--- src/rtl/pipe_hazard_ctrl.sv ---
// pipe_hazard_ctrl
//   Scoreboard-based sequencer for a 5-stage pipeline (IF, ID, EX, MEM, WB).
//   Tracks destination registers in flight after ID and stalls fetch/decode
//   on read-after-write hazards. It also inserts bubbles into ID/EX, flushes
//   the fetched word on taken branches, and drains the pipe before halting.
//
//   Optional feature macro: WB_BYPASS_EN
//     defined   : write-through regfile, so the WB entry is not compared
//                 (max stall 2 cycles)
//     undefined : every tracked entry is compared (max stall 3 cycles)
//
// Ports
//   clk          system clock
//   rst_         asynchronous active-low reset
//   id_valid     ID holds a real instruction
//   id_r1_addr   ID source register 1
//   id_r2_addr   ID source register 2
//   id_use_r1    instruction reads r1
//   id_use_r2    instruction reads r2
//   id_rw_       instruction writes the register file (active low)
//   id_waddr     ID destination register
//   id_halt      ID instruction is halt
//   br_taken     branch/jump resolved taken in ID
//   load_instr   pc and instr_reg advance this cycle
//   bubble       pipe_id_ex loads a NOP
//   flush        instr_reg loads a NOP instead of the fetched word
//   halt         pipeline drained, sticky until reset
//   stall_cnt    saturating count of hazard-stall cycles
module pipe_hazard_ctrl #(
  parameter int REG_ADDR_BITS = 5,
  parameter int TRACK_STAGES  = 3,
  parameter int CNT_BITS      = 16
) (
  input  logic                     clk,
  input  logic                     rst_,
  input  logic                     id_valid,
  input  logic [REG_ADDR_BITS-1:0] id_r1_addr,
  input  logic [REG_ADDR_BITS-1:0] id_r2_addr,
  input  logic                     id_use_r1,
  input  logic                     id_use_r2,
  input  logic                     id_rw_,
  input  logic [REG_ADDR_BITS-1:0] id_waddr,
  input  logic                     id_halt,
  input  logic                     br_taken,
  output logic                     load_instr,
  output logic                     bubble,
  output logic                     flush,
  output logic                     halt,
  output logic [CNT_BITS-1:0]      stall_cnt
);

  localparam int unsigned NT = TRACK_STAGES;
`ifdef WB_BYPASS_EN
  // WB writes through to the regfile, so the oldest entry never blocks a read.
  localparam int unsigned N_CMP = TRACK_STAGES - 1;
`else
  localparam int unsigned N_CMP = TRACK_STAGES;
`endif
  localparam int DW = $clog2(TRACK_STAGES + 1);

  typedef enum logic [1:0] {S_RUN, S_DRAIN, S_HALTED} state_t;

  state_t                   state, state_nxt;
  logic [DW-1:0]            drain_cnt, drain_cnt_nxt;
  logic [NT-1:0]            sb_valid;
  logic [REG_ADDR_BITS-1:0] sb_waddr [NT];
  logic                     r1_hit, r2_hit, hazard, issue, sb_load, stall;

  always_comb begin
    r1_hit = 1'b0;
    r2_hit = 1'b0;
    for (int unsigned i = 0; i < N_CMP; i++) begin
      if (sb_valid[i] && (sb_waddr[i] == id_r1_addr)) r1_hit = 1'b1;
      if (sb_valid[i] && (sb_waddr[i] == id_r2_addr)) r2_hit = 1'b1;
    end
    hazard = id_valid &&
             ((id_use_r1 && (id_r1_addr != '0) && r1_hit) ||
              (id_use_r2 && (id_r2_addr != '0) && r2_hit));
  end

  always_comb begin
    state_nxt     = state;
    drain_cnt_nxt = drain_cnt;
    load_instr    = 1'b1;
    bubble        = 1'b0;
    flush         = 1'b0;
    halt          = 1'b0;
    issue         = 1'b0;
    stall         = 1'b0;
    case (state)
      S_RUN: begin
        if (hazard) begin
          // Stall beats both branch flush and halt; they re-evaluate later.
          load_instr = 1'b0;
          bubble     = 1'b1;
          stall      = 1'b1;
        end else begin
          issue = 1'b1;
          flush = br_taken;
          if (id_valid && id_halt) begin
            state_nxt     = S_DRAIN;
            drain_cnt_nxt = DW'(TRACK_STAGES);
          end
        end
      end
      S_DRAIN: begin
        load_instr    = 1'b0;
        bubble        = 1'b1;
        drain_cnt_nxt = drain_cnt - 1'b1;
        if (drain_cnt_nxt == '0) state_nxt = S_HALTED;
      end
      S_HALTED: begin
        load_instr = 1'b0;
        bubble     = 1'b1;
        halt       = 1'b1;
      end
      default: state_nxt = S_RUN;
    endcase
    // Writes to r0 are never tracked, so r0 can never cause a hazard.
    sb_load = issue && id_valid && !id_rw_ && (id_waddr != '0);
  end

  always_ff @(posedge clk or negedge rst_) begin
    if (!rst_) begin
      state     <= S_RUN;
      drain_cnt <= '0;
      sb_valid  <= '0;
      for (int unsigned i = 0; i < NT; i++) sb_waddr[i] <= '0;
      stall_cnt <= '0;
    end else begin
      state       <= state_nxt;
      drain_cnt   <= drain_cnt_nxt;
      sb_valid[0] <= sb_load;
      sb_waddr[0] <= id_waddr;
      for (int unsigned i = 1; i < NT; i++) begin
        sb_valid[i] <= sb_valid[i-1];
        sb_waddr[i] <= sb_waddr[i-1];
      end
      if (stall && (stall_cnt != '1)) stall_cnt <= stall_cnt + 1'b1;
    end
  end

endmodule

--- config.mk ---
export PLATFORM = sky130hd
export DESIGN_NAME = pipe_hazard_ctrl
export DESIGN_NICKNAME = d
export VERILOG_FILES = /design/src/rtl/pipe_hazard_ctrl.sv
export SDC_FILE = /design/constraint.sdc
export NUM_CORES = 1
export LEC_CHECK = 0
export BUFFER_PORTS_ARGS = -buffer_cell sky130_fd_sc_hd__buf_2
export CAP_MARGIN = 20
export CORE_UTILIZATION = 40
export DETAILED_ROUTE_END_ITERATION = 8
export GPL_TIMING_DRIVEN = 0
export PLACE_DENSITY_LB_ADDON = 0.25
export RECOVER_POWER = 25
export SKIP_LAST_GASP = 1
export SYNTH_ARGS = -nofsm -noshare
export SYNTH_HDL_FRONTEND = slang
export SYNTH_SLANG_ARGS = --single-unit
--- constraint.sdc ---
create_clock -name clk -period 3.85 [get_ports clk]
set_clock_uncertainty 0.15 [all_clocks]
set_input_delay 0.5775 -clock clk [delete_from_list [all_inputs] [get_ports clk]]
set_output_delay 0.5775 -clock clk [all_outputs]
set_load 0.05 [all_outputs]
==> results of run 1 <==
[state kept, by name (all words and copies together), names as in the netlist]
signal,count
sb_valid,3
drain_cnt,2
state,2
stall_cnt,16
sb_waddr,15
[metal layers]
metal | GRT usage (%) | up-vias | routed length (microns)
met4 | 5.23 | 0 | 40
met3 | 4.97 | 4 | 213
met1 | 21.5 | 689 | 1840
met2 | 27.2 | 36 | 1870
met5 | 0 | - | 0
li1 | - | 712 | -
[synthesized netlist by cell type (2+ instances only)]
cell type,number
o21ai_2,2
nor3_1,5
nand2_1,8
a21oi_1,3
o21ai_0,2
nor3_2,3
ha_1,6
nor4_1,6
xor2_1,35
xnor2_1,11
nor4_2,2
dfrtp_1,38
buf_6,2
a31oi_1,3
or4_1,2
and3_1,3
nand4_1,3
o21ai_1,2
nor2_1,8
nand3_1,12
inv_1,10
[power by group through the flow]
stage	Sequential, mW	Clock [mW]	Combinational (mW)
6_report	0.465	0.281	0.287
5_1_grt	0.471	0.310	0.314
4_1_cts	0.465	0.290	0.291
3_5_place_dp	0.473	0	0.290
3_3_place_gp	0.472	0	0.285
2_1_floorplan	0.484	0	0.198
[area by class of cell]
cell class	instances	share of cell area, %
buffer	3	1.10
clock buffer	7	3.62
clock inverter	1	0.210
inverter	10	1.58
multi-input combinational	127	41.4
sequential	38	39.9
tap	67	3.52
timing repair buffer	42	8.67
[worst min path at each step]
stage | endpoint | from | cells past startpoint
4_1_cts | sb_waddr[13] | id_waddr[3] | 1
3_3_place_gp | sb_valid[1] | sb_valid[0] | 0
5_1_grt | sb_waddr[10] | id_waddr[0] | 1
6_report | sb_waddr[13] | id_waddr[3] | 1
3_5_place_dp | sb_valid[1] | sb_valid[0] | 0
2_1_floorplan | drain_cnt[0] | rst_ | 0
[metrics by stage]
| stage | instance area (sq um) | cells |
|---|---|---|
| 2_1_floorplan | 2000 | 178 |
| 3_5_place_dp | 2290 | 287 |
| 5_1_grt | 2380 | 295 |
| 4_1_cts | 2390 | 295 |
| 6_report | 2380 | 295 |
| 3_3_place_gp | 2290 | 287 |
[cell families (layout without fill, tap and decap cells)]
| logic type | after synthesis | after routing | share of synthesized area (%) |
|---|---|---|---|
| buffers and inverters | 13 | 63 | 3.19 |
| AOI/OAI and AO/OA | 19 | 19 | 8.51 |
| adders and majority gates | 6 | 6 | 3.75 |
| muxes | 1 | 1 | 0.563 |
| xor gates and xnor gates | 46 | 46 | 20.1 |
| and+or+nand+nor | 55 | 55 | 16.3 |
| DFF | 38 | 38 | 47.5 |
==> flow_metrics.env, run 1 <==
export IMPL_intPower_mw=0.671
export IMPL_hp_class="input port to register"
export IMPL_cts_buffers=5
export IMPL_ys_warn_count=0
export IMPL_grt_max_degree=39
export IMPL_pwr_share_clk_pct=27.2
export IMPL_synth_top_area_share_pct=47.5
export IMPL_area_growth_pct=19.1
export IMPL_io_pins=43
export IMPL_r2r_start="state[0]"
export IMPL_fin_ws_ns=0.650
export IMPL_ys_seq_area_share_pct=47.5
export IMPL_slew_violations=39
export IMPL_clock_root_buffer="clkbuf_8"
export IMPL_min_period_ns=3.20
export IMPL_drive_gt1_share_pct=26.8
export IMPL_wirelength_mm=3.96
export IMPL_die_height_microns=72.7
export IMPL_cp_slowest_cell="nor4_1"
export IMPL_multi_input_area_sq_um=986
export IMPL_layout_cells_most_common="buf_2"
export IMPL_insertedDiodeCount=0
export IMPL_path_buf_inv=3
export IMPL_cts_num_sinks=38
export IMPL_synthArstFlopShare_pct=100
export IMPL_cp_start_kind="input port"
export IMPL_critPathMaxStageDelay_ns=0.33
export IMPL_die_area_sq_um=5290
export IMPL_drv_cap=1
export IMPL_synth_area_top_cells="dfrtp_1 (48%), xor2_1 (15%), xnor2_1 (4.8%)"
export IMPL_antenna_found_initial=0
export IMPL_syn_inst=178
export IMPL_yosys_area_top_type="dfrtp_1"
export IMPL_port_buffers=42
export IMPL_synth_ff_latch_count=38
export IMPL_synth_edf_count=0
export IMPL_grt_pass1_wl_mm=6.58
export IMPL_path_class="input port to output port"
export IMPL_ff_latch_area_sq_um=951
export IMPL_setup_tns_ns=0
export IMPL_peakVddDrop_uv=245
export IMPL_dr_pass1_iters=4
export IMPL_grt_overflow_total=0
export IMPL_drtIter0Drc=44
export IMPL_post_cts_buffers=0
export IMPL_timing_rr_end="stall_cnt[7]"
export IMPL_clk_path_buf_depth=2
export IMPL_combPwrFrac_pct=27.8
export IMPL_layout_common_cells="buf_2 (39), dfrtp_1 (38), xor2_1 (35), nand3_1 (12), xnor2_1 (11)"
export IMPL_syn_area_sq_um=2000
export IMPL_post_cts_hold_buffer_count=0
export IMPL_p_total_mw=1.03
export IMPL_rows=25
export IMPL_cp_arrival_ns=2.47
export IMPL_fillers=469
export IMPL_end_kind="output port"
export IMPL_initial_core_util_pct=42.1
export IMPL_drc_errors=0
export IMPL_power_per_cell_area_nw_per_um2=434
export IMPL_clk_latency_ns=0.28
export IMPL_vias=1441
export IMPL_path_clk_slew_ns=0.07
export IMPL_path_delay_family="simple AND/OR/NAND/NOR gates"
export IMPL_swShare_pct=35.1
export IMPL_dpl_worst_slack_ns=0.616
export IMPL_rsz0062_at_grt="false"
export IMPL_final_nets=256
export IMPL_max_freq_mhz=312
export IMPL_cp_depth=10
export IMPL_crit_end="bubble"
export IMPL_power_net_switching_mw=0.362
export IMPL_wl_per_cell_microns=13.4
export IMPL_ff2ff_path_depth=9
export IMPL_setup_violations=0
export IMPL_grt_pass1_vias=1387
export IMPL_cts_resized=0
export IMPL_fp_coreArea_sq_um=4750
export IMPL_yosys_cell_types_count=33
export IMPL_hold_violations=0
export IMPL_startpoint="id_r1_addr[1]"
export IMPL_finalHoldWorstSlack_ns=0.260
export IMPL_routabilityCongestion=0.754
export IMPL_dp_hpwl_mm=3.00
export IMPL_violations="capacitance limit, slew limit"
export IMPL_cts_tree="built"
export IMPL_ys_flop_type="dfrtp_1"
export IMPL_floorplan_die_width_microns=72.7
export IMPL_utilization_pct=50.1
export IMPL_cts_max_level=2
export IMPL_tightestPinTransition_ns=2.02
export IMPL_avgSynthCellArea_sq_um=11.2
export IMPL_status="complete, but fails checks"
export IMPL_synth_fp_nets=207
export IMPL_ant_nets=0
export IMPL_max_slew_margin_pct=-34.8
export IMPL_grtUsageTotal_pct=16.7
export IMPL_pwr_share_seq_pct=45.0
export IMPL_finalCritPeriodShare_pct=83.1
export IMPL_crit_chain="buf_2 -> xor2_1 -> nor4_1 -> nand3_1 -> a31oi_4 -> or2_1 -> buf_6 -> nand3_1 -> a21oi_1 -> buf_2"
export IMPL_r2r_slack_ns=1.39
export IMPL_crit_path_max_fanout=7
export IMPL_vias_per_cell=4.88
export IMPL_p_leak_nw=1.16
export IMPL_cp_data_required_time_ns=3.12
Power figures use the tool's default switching activity.
==> run 2, diff against run 1 <==
==> constraint.sdc (replaced) <==
create_clock -name clk -period 2.7 [get_ports clk]
set_clock_uncertainty 0.15 [all_clocks]
set_input_delay 0.405 -clock clk [delete_from_list [all_inputs] [get_ports clk]]
set_output_delay 0.405 -clock clk [all_outputs]
set_load 0.05 [all_outputs]
==> run 2 against run 1 <==
The run ends with capacitance limit, slew limit, setup timing left. Sequential power is 43% higher. Combinational power is 69% higher. Global-route usage is 1.2 points higher. Count of clock-buffer cells in the layout stayed put. Worst hold slack worse by 0.18 ns. Largest cell class unchanged.
==> flow_metrics.env, run 2 (synthesized netlist as in run 1, its figures left out) <==
export IMPL_wl_per_cell_microns=13.9
export IMPL_cts_buffers=5
export IMPL_hp_class="input port to register"
export IMPL_max_freq_mhz=359
export IMPL_drive_gt1_share_pct=32.2
export IMPL_crit_end="bubble"
export IMPL_r2r_slack_ns=0.16
export IMPL_intPower_mw=1.07
export IMPL_clk_path_buf_depth=2
export IMPL_pwr_share_seq_pct=41.0
export IMPL_min_period_ns=2.78
export IMPL_tightestPinTransition_ns=2.00
export IMPL_finalCritPeriodShare_pct=103
export IMPL_largest_reg_flops=16
export IMPL_fp_coreArea_sq_um=4750
export IMPL_setup_violations=3
export IMPL_r2r_start="state[1]"
export IMPL_status="complete, but fails checks"
export IMPL_pwr_share_clk_pct=29.0
export IMPL_grt_max_degree=39
export IMPL_cts_num_sinks=38
export IMPL_cp_arrival_ns=2.23
export IMPL_final_cell_area_sq_um=2550
export IMPL_crit_chain="xor2_1 -> nor4_1 -> nand3_1 -> a31oi_4 -> or2_1 -> buf_6 -> nand3_4 -> a21oi_2 -> buf_6"
export IMPL_clock_root_buffer="clkbuf_8"
export IMPL_die_area_sq_um=5290
export IMPL_cp_data_required_time_ns=2.14
export IMPL_fin_ws_ns=-0.0825
export IMPL_drv_cap=1
export IMPL_reg_top3="stall_cnt x16, sb_waddr x15, sb_valid x3"
export IMPL_insertedDiodeCount=0
export IMPL_dp_hpwl_mm=2.98
export IMPL_grt_pass1_vias=1477
export IMPL_end_kind="output port"
export IMPL_placed_area_sq_um=2310
export IMPL_drtIter0Drc=52
export IMPL_cp_start_kind="register"
export IMPL_power_per_cell_area_nw_per_um2=636
export IMPL_layout_cells_most_common="dfrtp_1"
export IMPL_path_clk_slew_ns=0.07
export IMPL_critPathMaxStageDelay_ns=0.41
export IMPL_final_nets=264
export IMPL_grtUsageTotal_pct=17.9
export IMPL_area_growth_pct=27.3
export IMPL_antenna_found_initial=0
export IMPL_routabilityCongestion=0.764
export IMPL_wirelength_mm=4.21
export IMPL_layout_common_cells="dfrtp_1 (38), buf_2 (36), xor2_1 (35), xnor2_1 (11), nand3_1 (11)"
export IMPL_slew_violations=39
export IMPL_crit_top_cell="buf_6"
export IMPL_combPwrFrac_pct=30.0
export IMPL_path_class="register to output port"
export IMPL_clk_latency_ns=0.29
export IMPL_peakVddDrop_uv=282
export IMPL_rows=25
export IMPL_drc_errors=0
export IMPL_port_buffers=42
export IMPL_ant_nets=0
export IMPL_cts_tree="built"
export IMPL_io_pins=43
export IMPL_floorplan_die_width_microns=72.7
export IMPL_rsz0062_at_grt="true"
export IMPL_cp_slowest_cell="dfrtp_1"
export IMPL_cts_max_level=2
export IMPL_die_height_microns=72.7
export IMPL_p_leak_nw=1.23
export IMPL_grt_overflow_total=0
export IMPL_startpoint="sb_waddr[11]"
export IMPL_ff2ff_path_depth=9
export IMPL_dr_pass1_iters=4
export IMPL_vias_per_cell=4.89
export IMPL_finalHoldWorstSlack_ns=0.0818
export IMPL_swShare_pct=33.9
export IMPL_max_slew_margin_pct=-33.1
export IMPL_hold_violations=0
export IMPL_vias=1483
export IMPL_power_net_switching_mw=0.550
export IMPL_crit_path_max_fanout=3
export IMPL_initial_core_util_pct=42.1
export IMPL_violations="capacitance limit, slew limit, setup timing"
export IMPL_timing_rr_end="stall_cnt[7]"
export IMPL_top_register="stall_cnt"
export IMPL_grt_pass1_wl_mm=7.18
==> run 2: layout make-up <==
type | instances | area [sq um]
Timing Repair Buffer | 50 | 289
Inverter | 10 | 37.5
Buffer | 3 | 26.3
Fill cell | 447 | 2210
Tap cell | 67 | 83.8
Multi-Input combinational cell | 127 | 1050
Sequential cell | 38 | 951
Clock buffer | 7 | 76.3
Clock inverter | 1 | 30.0
==> run 2: power by group through the flow <==
stage / sequential (mW) / combinational, mW / clock (mW)
after floorplan: 0.690 / 0.295 / 0
after global placement: 0.673 / 0.419 / 0
after detailed placement: 0.676 / 0.424 / 0
after CTS: 0.664 / 0.463 / 0.485
after global routing: 0.674 / 0.528 / 0.505
final: 0.664 / 0.486 / 0.470
==> run 2: metal layers <==
metal,vias to the layer above,track usage [%],wire length (microns)
met5,-,0,0
met4,0,6.54,59
met3,7,4.42,202
met2,40,27.7,2020
met1,708,24.5,1930
li1,728,-,-
==> run 2: worst max-delay path, delay by kind of cell, from the launching register on <==
kind / cells / cell delay (ns)
simple gates: 4 / 0.70
xor+xnor: 1 / 0.16
buf+inv: 2 / 0.27
flops: 1 / 0.41
compound gates: 2 / 0.40
==> run 2: repair_timing <==
action                     CTS  global route
hold buffers                 0             0
pin swaps                    7            11
gates resized for setup     10             6
setup endpoints to repair    3             3
buffers inserted             5             3
==> run 2: how the worst min path moves through the flow <==
stage / endpoint / slack, ns / startpoint / cells after the start
after floorplan: drain_cnt[0] / -0.04 / rst_ / 0
after global placement: sb_valid[1] / 0.24 / sb_valid[0] / 0
after detailed placement: sb_valid[2] / 0.26 / sb_valid[1] / 0
after CTS: sb_waddr[10] / 0.07 / id_waddr[0] / 1
after global routing: sb_waddr[10] / 0.08 / id_waddr[0] / 1
final: sb_waddr[10] / 0.08 / id_waddr[0] / 1
==> run 2: per-stage QoR <==
| stage | std cells | utilization [%] | TNS, ns | worst slack (ns) | total power, mW |
|---|---|---|---|---|---|
| global placement | 287 | 48.5 | -0.324 | -0.171 | 1.09 |
| floorplan | 178 | - | 0 | 0.00337 | 0.985 |
| detailed placement | 287 | 48.5 | -0.345 | -0.164 | 1.10 |
| finish | 303 | 53.6 | -0.216 | -0.0825 | 1.62 |
| CTS | 300 | 52.4 | -0.139 | -0.0753 | 1.61 |
| global route | 303 | 53.6 | -0.520 | -0.188 | 1.71 |
